`config.mk`:
```
export PLATFORM = sky130hd
export DESIGN_NAME = n4fpga_pwm_capture_mc
export DESIGN_NICKNAME = d
export VERILOG_FILES = /design/src/rtl/n4fpga_pwm_pkg.sv /design/src/rtl/n4fpga_pwm_capture_ch.sv /design/src/rtl/n4fpga_pwm_capture_mc.sv
export SDC_FILE = /design/constraint.sdc
export NUM_CORES = 1
export LEC_CHECK = 0
export CAP_MARGIN = 20
export CORE_ASPECT_RATIO = 0.75
export CORE_UTILIZATION = 33
export DETAILED_ROUTE_END_ITERATION = 7
export PLACE_DENSITY = 0.52
export SKIP_LAST_GASP = 1
export SLEW_MARGIN = 15
export SYNTH_ARGS = -nofsm -noshare
export SYNTH_HDL_FRONTEND = slang
export SYNTH_SLANG_ARGS = --single-unit
```
`constraint.sdc`:
```
create_clock -name sys_clock -period 1.9 [get_ports sys_clock]
set_input_delay 0.475 -clock sys_clock [delete_from_list [all_inputs] [get_ports sys_clock]]
set_output_delay 0.475 -clock sys_clock [all_outputs]
set_load 0.1 [all_outputs]
```
`src/rtl/n4fpga_pwm_pkg.sv`:
```
// ============================================================================
// n4fpga_pwm_pkg : shared FSM state type and saturating-counter helpers
// Rev 1.0 - initial multi-channel capture release
// ============================================================================
`default_nettype none

package n4fpga_pwm_pkg;

    typedef enum logic [2:0] {
        S_IDLE  = 3'd0,
        S_ARM   = 3'd1,
        S_HIGH  = 3'd2,
        S_LOW   = 3'd3,
        S_STALL = 3'd4
    } pwm_state_e;

    // All-ones value of a counter of the given width, carried in 64 bits.
    function automatic logic [63:0] cnt_max(input int unsigned width);
        return (width >= 64) ? {64{1'b1}} : ((64'd1 << width) - 64'd1);
    endfunction

    function automatic logic [63:0] sat_inc(input logic [63:0] value, input logic [63:0] max);
        return (value >= max) ? max : value + 64'd1;
    endfunction

endpackage

`default_nettype wire

```
`src/rtl/n4fpga_pwm_capture_ch.sv`:
```
// ============================================================================
// n4fpga_pwm_capture_ch : one pulse-width capture channel
// Rev 1.0 - initial multi-channel capture release
// ============================================================================
`default_nettype none

module n4fpga_pwm_capture_ch
    import n4fpga_pwm_pkg::*;
#(
    parameter int CNT_W       = 32,
    parameter int SYNC_STAGES = 2,
    parameter int FILTER_LEN  = 4,
    parameter int TIMEOUT_CYC = 10000000
) (
    input  logic             i_clk,
    input  logic             i_rst_n,
    input  logic             i_enable,
    input  logic             i_sig,
    output logic [CNT_W-1:0] o_high_count,
    output logic [CNT_W-1:0] o_low_count,
    output logic             o_sample_valid,
    output logic             o_stalled
);

    localparam int               c_flt_w   = $clog2(FILTER_LEN + 1);
    localparam int               c_to_w    = $clog2(TIMEOUT_CYC + 1);
    localparam logic [CNT_W-1:0] c_cnt_max = CNT_W'(cnt_max(CNT_W));
    localparam logic [CNT_W-1:0] c_one     = CNT_W'(1);
    localparam logic [c_to_w-1:0]  c_timeout = c_to_w'(TIMEOUT_CYC);
    localparam logic [c_flt_w-1:0] c_flt_last = c_flt_w'(FILTER_LEN - 1);

    logic [SYNC_STAGES-1:0] r_sync;
    logic                   w_synced;
    logic                   r_filt;
    logic [c_flt_w-1:0]     r_flt_cnt;
    logic                   r_filt_d;
    logic                   r_rise;
    logic                   r_fall;
    logic                   w_edge;

    pwm_state_e             r_state;
    pwm_state_e             w_next;
    logic                   w_timeout;
    logic                   w_capture_high;
    logic                   w_emit;
    logic                   w_enter_stall;

    logic [CNT_W-1:0]       r_phase;
    logic [c_to_w-1:0]      r_idle;
    logic [CNT_W-1:0]       r_hold_high;
    logic                   r_hold_valid;
    logic [CNT_W-1:0]       r_high_count;
    logic [CNT_W-1:0]       r_low_count;
    logic                   r_sample_valid;

    assign w_synced = r_sync[SYNC_STAGES-1];
    assign w_edge   = r_rise | r_fall;

    // Filter and edge stages add the same delay to both polarities, so widths are preserved.
    always_ff @(posedge i_clk) begin
        if (!i_rst_n) begin
            r_sync    <= '0;
            r_filt    <= 1'b0;
            r_flt_cnt <= '0;
            r_filt_d  <= 1'b0;
            r_rise    <= 1'b0;
            r_fall    <= 1'b0;
        end else begin
            r_sync <= {r_sync[SYNC_STAGES-2:0], i_sig};
            if (w_synced != r_filt) begin
                if (r_flt_cnt == c_flt_last) begin
                    r_filt    <= w_synced;
                    r_flt_cnt <= '0;
                end else begin
                    r_flt_cnt <= r_flt_cnt + c_flt_w'(1);
                end
            end else begin
                r_flt_cnt <= '0;
            end
            r_filt_d <= r_filt;
            r_rise   <= r_filt & ~r_filt_d;
            r_fall   <= ~r_filt & r_filt_d;
        end
    end

    always_ff @(posedge i_clk) begin
        if (!i_rst_n) begin
            r_state <= S_IDLE;
        end else begin
            r_state <= w_next;
        end
    end

    always_comb begin
        w_next    = r_state;
        w_timeout = (r_idle >= c_timeout);
        case (r_state)
            S_IDLE:  w_next = S_ARM;
            S_ARM: begin
                if (r_rise)         w_next = S_HIGH;
                else if (r_fall)    w_next = S_LOW;
                else if (w_timeout) w_next = S_STALL;
            end
            S_HIGH: begin
                if (r_fall)         w_next = S_LOW;
                else if (w_timeout) w_next = S_STALL;
            end
            S_LOW: begin
                if (r_rise)         w_next = S_HIGH;
                else if (w_timeout) w_next = S_STALL;
            end
            S_STALL: begin
                if (r_rise)         w_next = S_HIGH;
                else if (r_fall)    w_next = S_LOW;
            end
            default: w_next = S_IDLE;
        endcase
        if (!i_enable) w_next = S_IDLE;

        w_capture_high = i_enable && (r_state == S_HIGH) && r_fall;
        w_emit         = i_enable && (r_state == S_LOW) && r_rise && r_hold_valid;
        w_enter_stall  = (w_next == S_STALL) && (r_state != S_STALL);
    end

    // Published counts survive a disable; only a stall clears them.
    always_ff @(posedge i_clk) begin
        if (!i_rst_n) begin
            r_phase        <= '0;
            r_idle         <= '0;
            r_hold_high    <= '0;
            r_hold_valid   <= 1'b0;
            r_high_count   <= '0;
            r_low_count    <= '0;
            r_sample_valid <= 1'b0;
        end else begin
            r_sample_valid <= w_emit;
            if (!i_enable || (r_state == S_IDLE)) begin
                r_phase      <= '0;
                r_idle       <= '0;
                r_hold_valid <= 1'b0;
            end else begin
                r_phase <= w_edge ? c_one : CNT_W'(sat_inc(64'(r_phase), 64'(c_cnt_max)));
                if (w_edge) begin
                    r_idle <= c_to_w'(1);
                end else if (r_idle < c_timeout) begin
                    r_idle <= r_idle + c_to_w'(1);
                end
                if (w_capture_high) begin
                    r_hold_high  <= r_phase;
                    r_hold_valid <= 1'b1;
                end
                if (w_emit) begin
                    r_high_count <= r_hold_high;
                    r_low_count  <= r_phase;
                end
                if (w_enter_stall) begin
                    r_high_count <= '0;
                    r_low_count  <= '0;
                    r_hold_valid <= 1'b0;
                end
            end
        end
    end

    assign o_high_count   = r_high_count;
    assign o_low_count    = r_low_count;
    assign o_sample_valid = r_sample_valid;
    assign o_stalled      = (r_state == S_STALL);

endmodule

`default_nettype wire

```
`src/rtl/n4fpga_pwm_capture_mc.sv`:
```
// ============================================================================
// n4fpga_pwm_capture_mc : NUM_CH independent pulse-width capture channels
// Rev 1.0 - initial multi-channel capture release
// ============================================================================
`default_nettype none

module n4fpga_pwm_capture_mc
    import n4fpga_pwm_pkg::*;
#(
    parameter int NUM_CH      = 2,
    parameter int CNT_W       = 32,
    parameter int SYNC_STAGES = 2,
    parameter int FILTER_LEN  = 4,
    parameter int TIMEOUT_CYC = 10000000
) (
    input  logic                    sys_clock,
    input  logic                    reset,
    input  logic [NUM_CH-1:0]       enable,
    input  logic [NUM_CH-1:0]       sig_in,
    output logic [NUM_CH*CNT_W-1:0] high_count,
    output logic [NUM_CH*CNT_W-1:0] low_count,
    output logic [NUM_CH-1:0]       sample_valid,
    output logic [NUM_CH-1:0]       stalled
);

    for (genvar gi = 0; gi < NUM_CH; gi++) begin : g_ch
        n4fpga_pwm_capture_ch #(
            .CNT_W       (CNT_W),
            .SYNC_STAGES (SYNC_STAGES),
            .FILTER_LEN  (FILTER_LEN),
            .TIMEOUT_CYC (TIMEOUT_CYC)
        ) u_ch (
            .i_clk          (sys_clock),
            .i_rst_n        (reset),
            .i_enable       (enable[gi]),
            .i_sig          (sig_in[gi]),
            .o_high_count   (high_count[gi*CNT_W +: CNT_W]),
            .o_low_count    (low_count[gi*CNT_W +: CNT_W]),
            .o_sample_valid (sample_valid[gi]),
            .o_stalled      (stalled[gi])
        );
    end

endmodule

`default_nettype wire

```
---- Word-level counts from Yosys, hierarchy flattened ----
Cells that the tools add are included.
operators by class
  shift-type cells ........................ 0
  eq/ne operators ......................... 16
  add/subtract/negate cells ............... 6
  $mul .................................... 0
  div/mod/pow operators ................... 0
  multiplexer cells ....................... 32
  $lt $le $gt $ge ......................... 6
  reduce and logical (&&, ||, !) cells .... 36
  bitwise operators ....................... 15
operators by type and width
  operator                                                               number
  32-bit 2-to-1 mux                                                      10
  32-bit by 1-bit adder with 32-bit output, second input constant        2
  32-bit greater-or-equal comparator, second input constant              2
  24-bit by 1-bit adder with 24-bit output, second input constant        2
  24-bit greater-or-equal comparator, second input constant              2
  24-bit < comparator, second input constant                             2
  3-bit 2-to-1 mux                                                       14
  3-bit case mux with 5 select lines                                     2
  3-bit by 2-bit equality test with 1-bit output, second input constant  6
  3-bit OR reduction                                                     6
  3-bit equality test, second input constant                             4
  1-bit logical AND                                                      12
  2-bit AND reduction                                                    6
  1-bit inverter                                                         9
  2-bit nonzero test                                                     4
  3-bit by 1-bit adder with 3-bit output, second input constant          2
  3-bit by 1-bit equality test with 1-bit output, second input constant  2
  3-bit logical NOT                                                      2
  1-bit 2-to-1 mux                                                       6
  3-bit inequality test, second input constant                           2
  1-bit AND                                                              4
  2-bit OR reduction                                                     2
  1-bit logical NOT                                                      2
  1-bit logical OR                                                       2
  2 further kinds                                                        4
storage, ports and cells
  input bits .............................. 6
  memory bits (read-only) ................. 0
  memories ................................ 0
  logic and storage cells ................. 143
  latch bits .............................. 0
  flip-flop bits (word level) ............. 332
  output and inout bits ................... 132
  bits in writable memories ............... 0

---- Depth between registers and ports, before layout ----
  depth in word-level cells ............... 10
  mapped depth ............................ 8
  mapped depth without buffers ............ 7

---- Hierarchy ----
From an unflattened synthesis, not the netlist that was laid out.
unflattened totals
  cells, all modules ...................... 1,645
  area, all modules ....................... 13,939.6 um^2
modules (own cells, without submodules)
  module                                cells an instance  seq. area each (um^2)  area an instance (um^2)  times used
  n4fpga_pwm_capture_ch (g_ch[0].u_ch)  909                3,323.2                7,463.4                  1
  n4fpga_pwm_capture_ch (g_ch[1].u_ch)  736                3,323.2                6,476.2                  1

---- Worst setup path before layout ----
Ideal clock, no wire load.
  kind .................................... flip-flop to flip-flop
  start point ............................. register g_ch[0].u_ch.r_idle[16]
  end point ............................... register g_ch[0].u_ch.r_high_count[13]
  data required time ...................... 1,779 ps
  cell stages (with the launch flop) ...... 9
  setup slack ............................. -152 ps
  data arrival time ....................... 1,930 ps
  buffers on the path ..................... 2
  setup time .............................. 121 ps
  clock period less this slack ............ 2,052 ps
  path through ............................ dfxtp_1 > or4_4 > nor3_2 > a21bo_4 > nand2_4 > and3b_1 > buf_6 > buf_12 > o21ai_2
on the way
  word-level cells in the longest chain between the ends .. 10
  elaborated cells on any way between the ends .. 12
  those cells by class .................... 1 x order compare; 1 x eq/ne; 7 x mux; 3 x reduce/logical
ends and longest elaborated chain
  item                                  RTL line                                                                                  text
  start: declaration                    n4fpga_pwm_capture_ch.sv:49                                                               logic [c_to_w-1:0] r_idle;
  start signal: assignment              n4fpga_pwm_capture_ch.sv:144                                                              r_idle <= c_to_w'(1);
  start signal: assignment              n4fpga_pwm_capture_ch.sv:146                                                              r_idle <= r_idle + c_to_w'(1);
  24-bit greater-or-equal comparator *  n4fpga_pwm_capture_ch.sv:96                                                               w_timeout = (r_idle >= c_timeout);
  3-bit 2-to-1 mux *                    n4fpga_pwm_capture_ch.sv:102, n4fpga_pwm_capture_ch.sv:106, n4fpga_pwm_capture_ch.sv:110
  3-bit 2-to-1 mux                      n4fpga_pwm_capture_ch.sv:105                                                              if (r_fall) w_next = S_LOW;
  3-bit 2-to-1 mux                      n4fpga_pwm_capture_ch.sv:100                                                              if (r_rise) w_next = S_HIGH;
  3-bit case mux with 5 select lines *  n4fpga_pwm_capture_ch.sv:97                                                               case (r_state)
  3-bit 2-to-1 mux *                    n4fpga_pwm_capture_ch.sv:118                                                              if (!i_enable) w_next = S_IDLE;
  3-bit equality test *                 n4fpga_pwm_capture_ch.sv:122                                                              w_enter_stall = (w_next == S_STALL) && (r_state != S_STALL);
  1-bit logical AND *                   n4fpga_pwm_capture_ch.sv:122
  2-bit nonzero test (no source line)   -
  2-bit AND reduction (no source line)  -
  end signal: assignment                n4fpga_pwm_capture_ch.sv:153                                                              r_high_count <= r_hold_high;
  end: declaration                      n4fpga_pwm_capture_ch.sv:52                                                               logic [CNT_W-1:0] r_high_count;
Every way passes the cells marked *; elsewhere a longest branch is shown, timed or not.
A chain may end at the register's enable or synchronous reset.

---- Worst setup path in the final report ----
  start point ............................. register g_ch[0].u_ch.r_idle[17]
  end point ............................... register g_ch[0].u_ch.r_high_count[28]
The elaborated chain is that of the path after synthesis.

==> key figures <==
Yosys
  • Synth cell types: 69
  • EDFF count, synth: 0
  • Synth Area in Adders: 0.888%
  • Yosys top cell area share: 47.2%
  • Post-Synth Simple-Gate Area: 21.6%
  • Fraction of registers with async set/reset: 0%
  • Synth Warn #: 0
  • Dominant cell type by area after synthesis: dfxtp_1
  • Post-synthesis compound-gate area fraction: 19.7%
  • Seq/Total Area, Yosys: 47.2%
  • Multiplexer share of the synthesized area: 0.568%
  • Post-Synthesis Cells: 1,553
  • Syn nets: 1,569
  • Main combinational cell family by area after synthesis: simple AND/OR/NAND/NOR gates
  • Top FF cell, synth: dfxtp_1
  • #FFs+latches synth: 332
  • Mean Syn Cell Area: 9.07 µm²
  • Synth area leaders: dfxtp_1, nand2_1, a32oi_1
  • Post-Syn Area: 14,100 µm²
  • XOR/XNOR Fraction of Synth Area: 5.04%

Timing
  • RSZ-0062 raised after global routing: true
  • Fin. Hold Viols: 0
  • Sum Neg Setup Slack: -17.08 ns
  • Final Cycle Share: 111%
  • Clock Skew: 0.0157 ns
  • Fmax: 475 MHz
  • Max Slew Vio Count: 0
  • Final setup viols: 150
  • Slew headroom: 62.6%
  • Period minus WS final: 2.11 ns
  • Final worst slack: -0.207 ns
  • Worst slew pin tran: 0.557 ns

Pwr
  • Switch share: 21.0%
  • Seq pwr share: 48.5%
  • Pleak: 7.28 nW
  • Logic pwr share: 1.9%
  • Psw: 3.01 mW
  • Pwr Density: 686 nW/µm²
  • Clock power frac: 49.6%
  • VDD IR-drop max: 439 µV
  • Internal power: 11.4 mW

Die
  • DIE AREA: 43,500 µm²
  • Initial Utilization: 33.5%
  • Std cell rows: 65
  • Die width: 241 µm
  • Die Y: 181 µm
  • Number of placed I/O pins: 138
  • Core area: 42,000 µm²

Clocking
  • H-tree depth: 2
  • Clk_lat worst skew: 0.51 ns
  • CTS tree: yes
  • Clk buf depth: 3
  • Worst-path clk slew: 0.06 ns
  • Clock Tree Root: clkbuf_16
  • Num CTS Buffers: 37
  • Sink Count: 332

Worst hold path
  • Min-Delay Path Class: primary input to flop

Global routing
  • M2 GR Usage: 26.8%
  • Global routing met1 resource utilization: 28.1%
  • Largest net degree at the start of global routing: 96
  • Total gr overflow: 0
  • Global route hottest layer: met1
  • First-pass GRT wire length: 65,600 µm
  • Aggregate global-route resource usage: 18.5%
  • Initial antenna violation count: 1
  • Grt met3 use: 3.04%
  • Vias in the first global route: 11,900

Routing
  • DRC: 0
  • 1st-iter DRT viols: 742
  • DR vias: 12,300
  • Antenna Violating Nets Remaining: 0
  • Drt via density: 5.10
  • DRT Wirelength: 41,100 µm
  • Drt wl/cell: 17.1 µm
  • First-pass DRT Iterations: 7

Worst setup path
  • Crit-path max FO: 13
  • Crit path kind: flop to flop
  • Endpoint type of the worst setup path: flop
  • CP arrival: 2.51 ns
  • CP required: 2.30 ns
  • Critical Path Start Type: flop

Place
  • Pre-CTS worst setup slack: -0.362 ns
  • GP Congestion: 0.809
  • DP Area: 18,500 µm²
  • Port bufs: 137
  • Placed wire-length estimate: 25,900 µm

Status
  • Failing checks: setup timing
  • Status: finished, violations left

Cells and area
  • Synthesis-to-finish area growth: 48.7%
  • Design Area, Final: 21,000 µm²
  • Layout cells sized above 1: 33.5%
  • Nets: 1,827

Run
  • Max cap viols: 0
-- what timing repair did --
action | 4_1_cts | 5_1_grt
setup buffers | 21 | 17
pin swaps | 11 | 47
endpoints found under the setup margin | 164 | 219
resized for setup | 54 | 163
cloned | 8 | 4
hold buffers | 0 | 0
-- Yosys cell counts (11+ instances only) --
| library cell | instances |
|---|---|
| dfxtp_1 | 332 |
| nand2_1 | 177 |
| nand3_1 | 112 |
| clkbuf_1 | 97 |
| nor2_1 | 84 |
| nor2b_1 | 77 |
| a21oi_1 | 70 |
| a22oi_1 | 66 |
| a21boi_0 | 65 |
| a32oi_1 | 65 |
| o21ai_2 | 49 |
| xor2_1 | 46 |
| xnor2_1 | 35 |
| nand4_1 | 28 |
| o21ai_0 | 26 |
| inv_1 | 24 |
| nor3_1 | 22 |
| and3_1 | 21 |
| and4_1 | 12 |
| or3_1 | 11 |
-- power by group through the flow --
stage,clock [mW],combinational (mW),sequential (mW)
2_1_floorplan,0,0.166,7.13
3_3_place_gp,0,0.261,7.14
3_5_place_dp,0,0.263,7.14
4_1_cts,7.31,0.271,6.98
5_1_grt,7.59,0.299,6.98
6_report,7.13,0.276,6.98
-- cells by family (layout without fill, tap and decap cells) --
group / count (synthesis) / after routing
other cells: 0 / 1
buf+inv: 148 / 429
xor+xnor: 81 / 81
flops: 332 / 332
simple gates: 598 / 598
compound gates: 376 / 376
mux: 8 / 8
fa+ha+maj: 10 / 10
-- cell type report --
type                    instances  area (µm²)
clock inverters                 8         115
clock buffers                  54        1070
repair buffers                343        4830
diodes                          1        2.50
well taps                     569         712
flip-flops and latches        332        6680
fillers                      3854       21100
multi-input cells            1073        7450
inverters                      24        90.1
-- state kept, by name, summed over array words and instances, names as in the netlist --
register,flops
g_ch.u_ch.o_high_count,64
g_ch.u_ch.o_low_count,64
g_ch.u_ch.o_sample_valid,2
g_ch.u_ch.r_fall,2
g_ch.u_ch.r_filt,2
g_ch.u_ch.r_filt_d,2
g_ch.u_ch.r_flt_cnt,6
g_ch.u_ch.r_hold_high,64
g_ch.u_ch.r_hold_valid,2
g_ch.u_ch.r_idle,48
g_ch.u_ch.r_phase,64
g_ch.u_ch.r_rise,2
g_ch.u_ch.r_state,6
g_ch.u_ch.r_sync,4
-- per-layer routing --
layer	up-vias	share of wire, %	wire, µm
met5	-	0	0
met4	0	1.8	720
met3	49	4.4	1800
met2	225	43	17800
met1	5943	51	20800
li1	6036	-	-
-- path summary, 6_finish.rpt --
check	cells after the start	to	slack (ns)	startpoint
worst max-delay path	8	g_ch[0].u_ch.o_high_count[28]	-0.21	g_ch[0].u_ch.r_idle[17]
worst min-delay path	3	g_ch[0].u_ch.r_fall	0.30	reset
worst max register to register	8	g_ch[0].u_ch.o_high_count[28]	-0.21	g_ch[0].u_ch.r_idle[17]
worst min register to register	1	g_ch[1].u_ch.r_rise	0.41	g_ch[1].u_ch.r_filt_d
-- per-stage QoR --
stage / util, % / cells / hold slack, ns / power (mW)
floorplan: - / 1553 / 0.392 / 7.30
global placement: 43.9 / 2301 / 0.403 / 7.40
detailed placement: 43.9 / 2301 / 0.407 / 7.40
CTS: 48.1 / 2390 / 0.279 / 14.6
global route: 49.8 / 2404 / 0.286 / 14.9
finish: 49.8 / 2404 / 0.298 / 14.4
-- placed cells by master (no fill, tap or decap), drive strengths merged, types with 4 or more instances in the layout --
| cell type | Yosys | layout |
|---|---|---|
| ha | 10 | 10 |
| and3 | 21 | 21 |
| nand2b | 5 | 5 |
| mux2i | 8 | 8 |
| clkdlybuf4s50 | 0 | 4 |
| nand3 | 112 | 112 |
| or2 | 8 | 8 |
| nor2 | 86 | 86 |
| and4 | 12 | 12 |
| a22oi | 66 | 66 |
| inv | 24 | 24 |
| nand2 | 180 | 180 |
| nand3b | 4 | 4 |
| o21ai | 75 | 75 |
| and2 | 9 | 9 |
| a21oi | 70 | 70 |
| nor3 | 23 | 23 |
| dfxtp | 332 | 332 |
| clkbuf | 98 | 59 |
| or3 | 11 | 11 |
| nand4 | 30 | 30 |
| nor3b | 5 | 5 |
| xnor2 | 35 | 35 |
| nor4 | 5 | 5 |
| a32oi | 65 | 65 |
| xor2 | 46 | 46 |
| clkinv | 0 | 5 |
| buf | 26 | 334 |
| a21boi | 66 | 66 |
| a211oi | 7 | 7 |
| or4 | 4 | 4 |
| nor2b | 77 | 77 |
-- critical path, stage by stage (launching register included) --
cell	delay [ns]
dfxtp_2	0.32
or4_4	0.57
nor3_4	0.15
a21bo_4	0.26
nand2_4	0.06
and3b_2	0.22
buf_12	0.15
clkbuf_16	0.20
o21ai_2	0.06
Note: power is estimated with default switching activity, not from simulation.
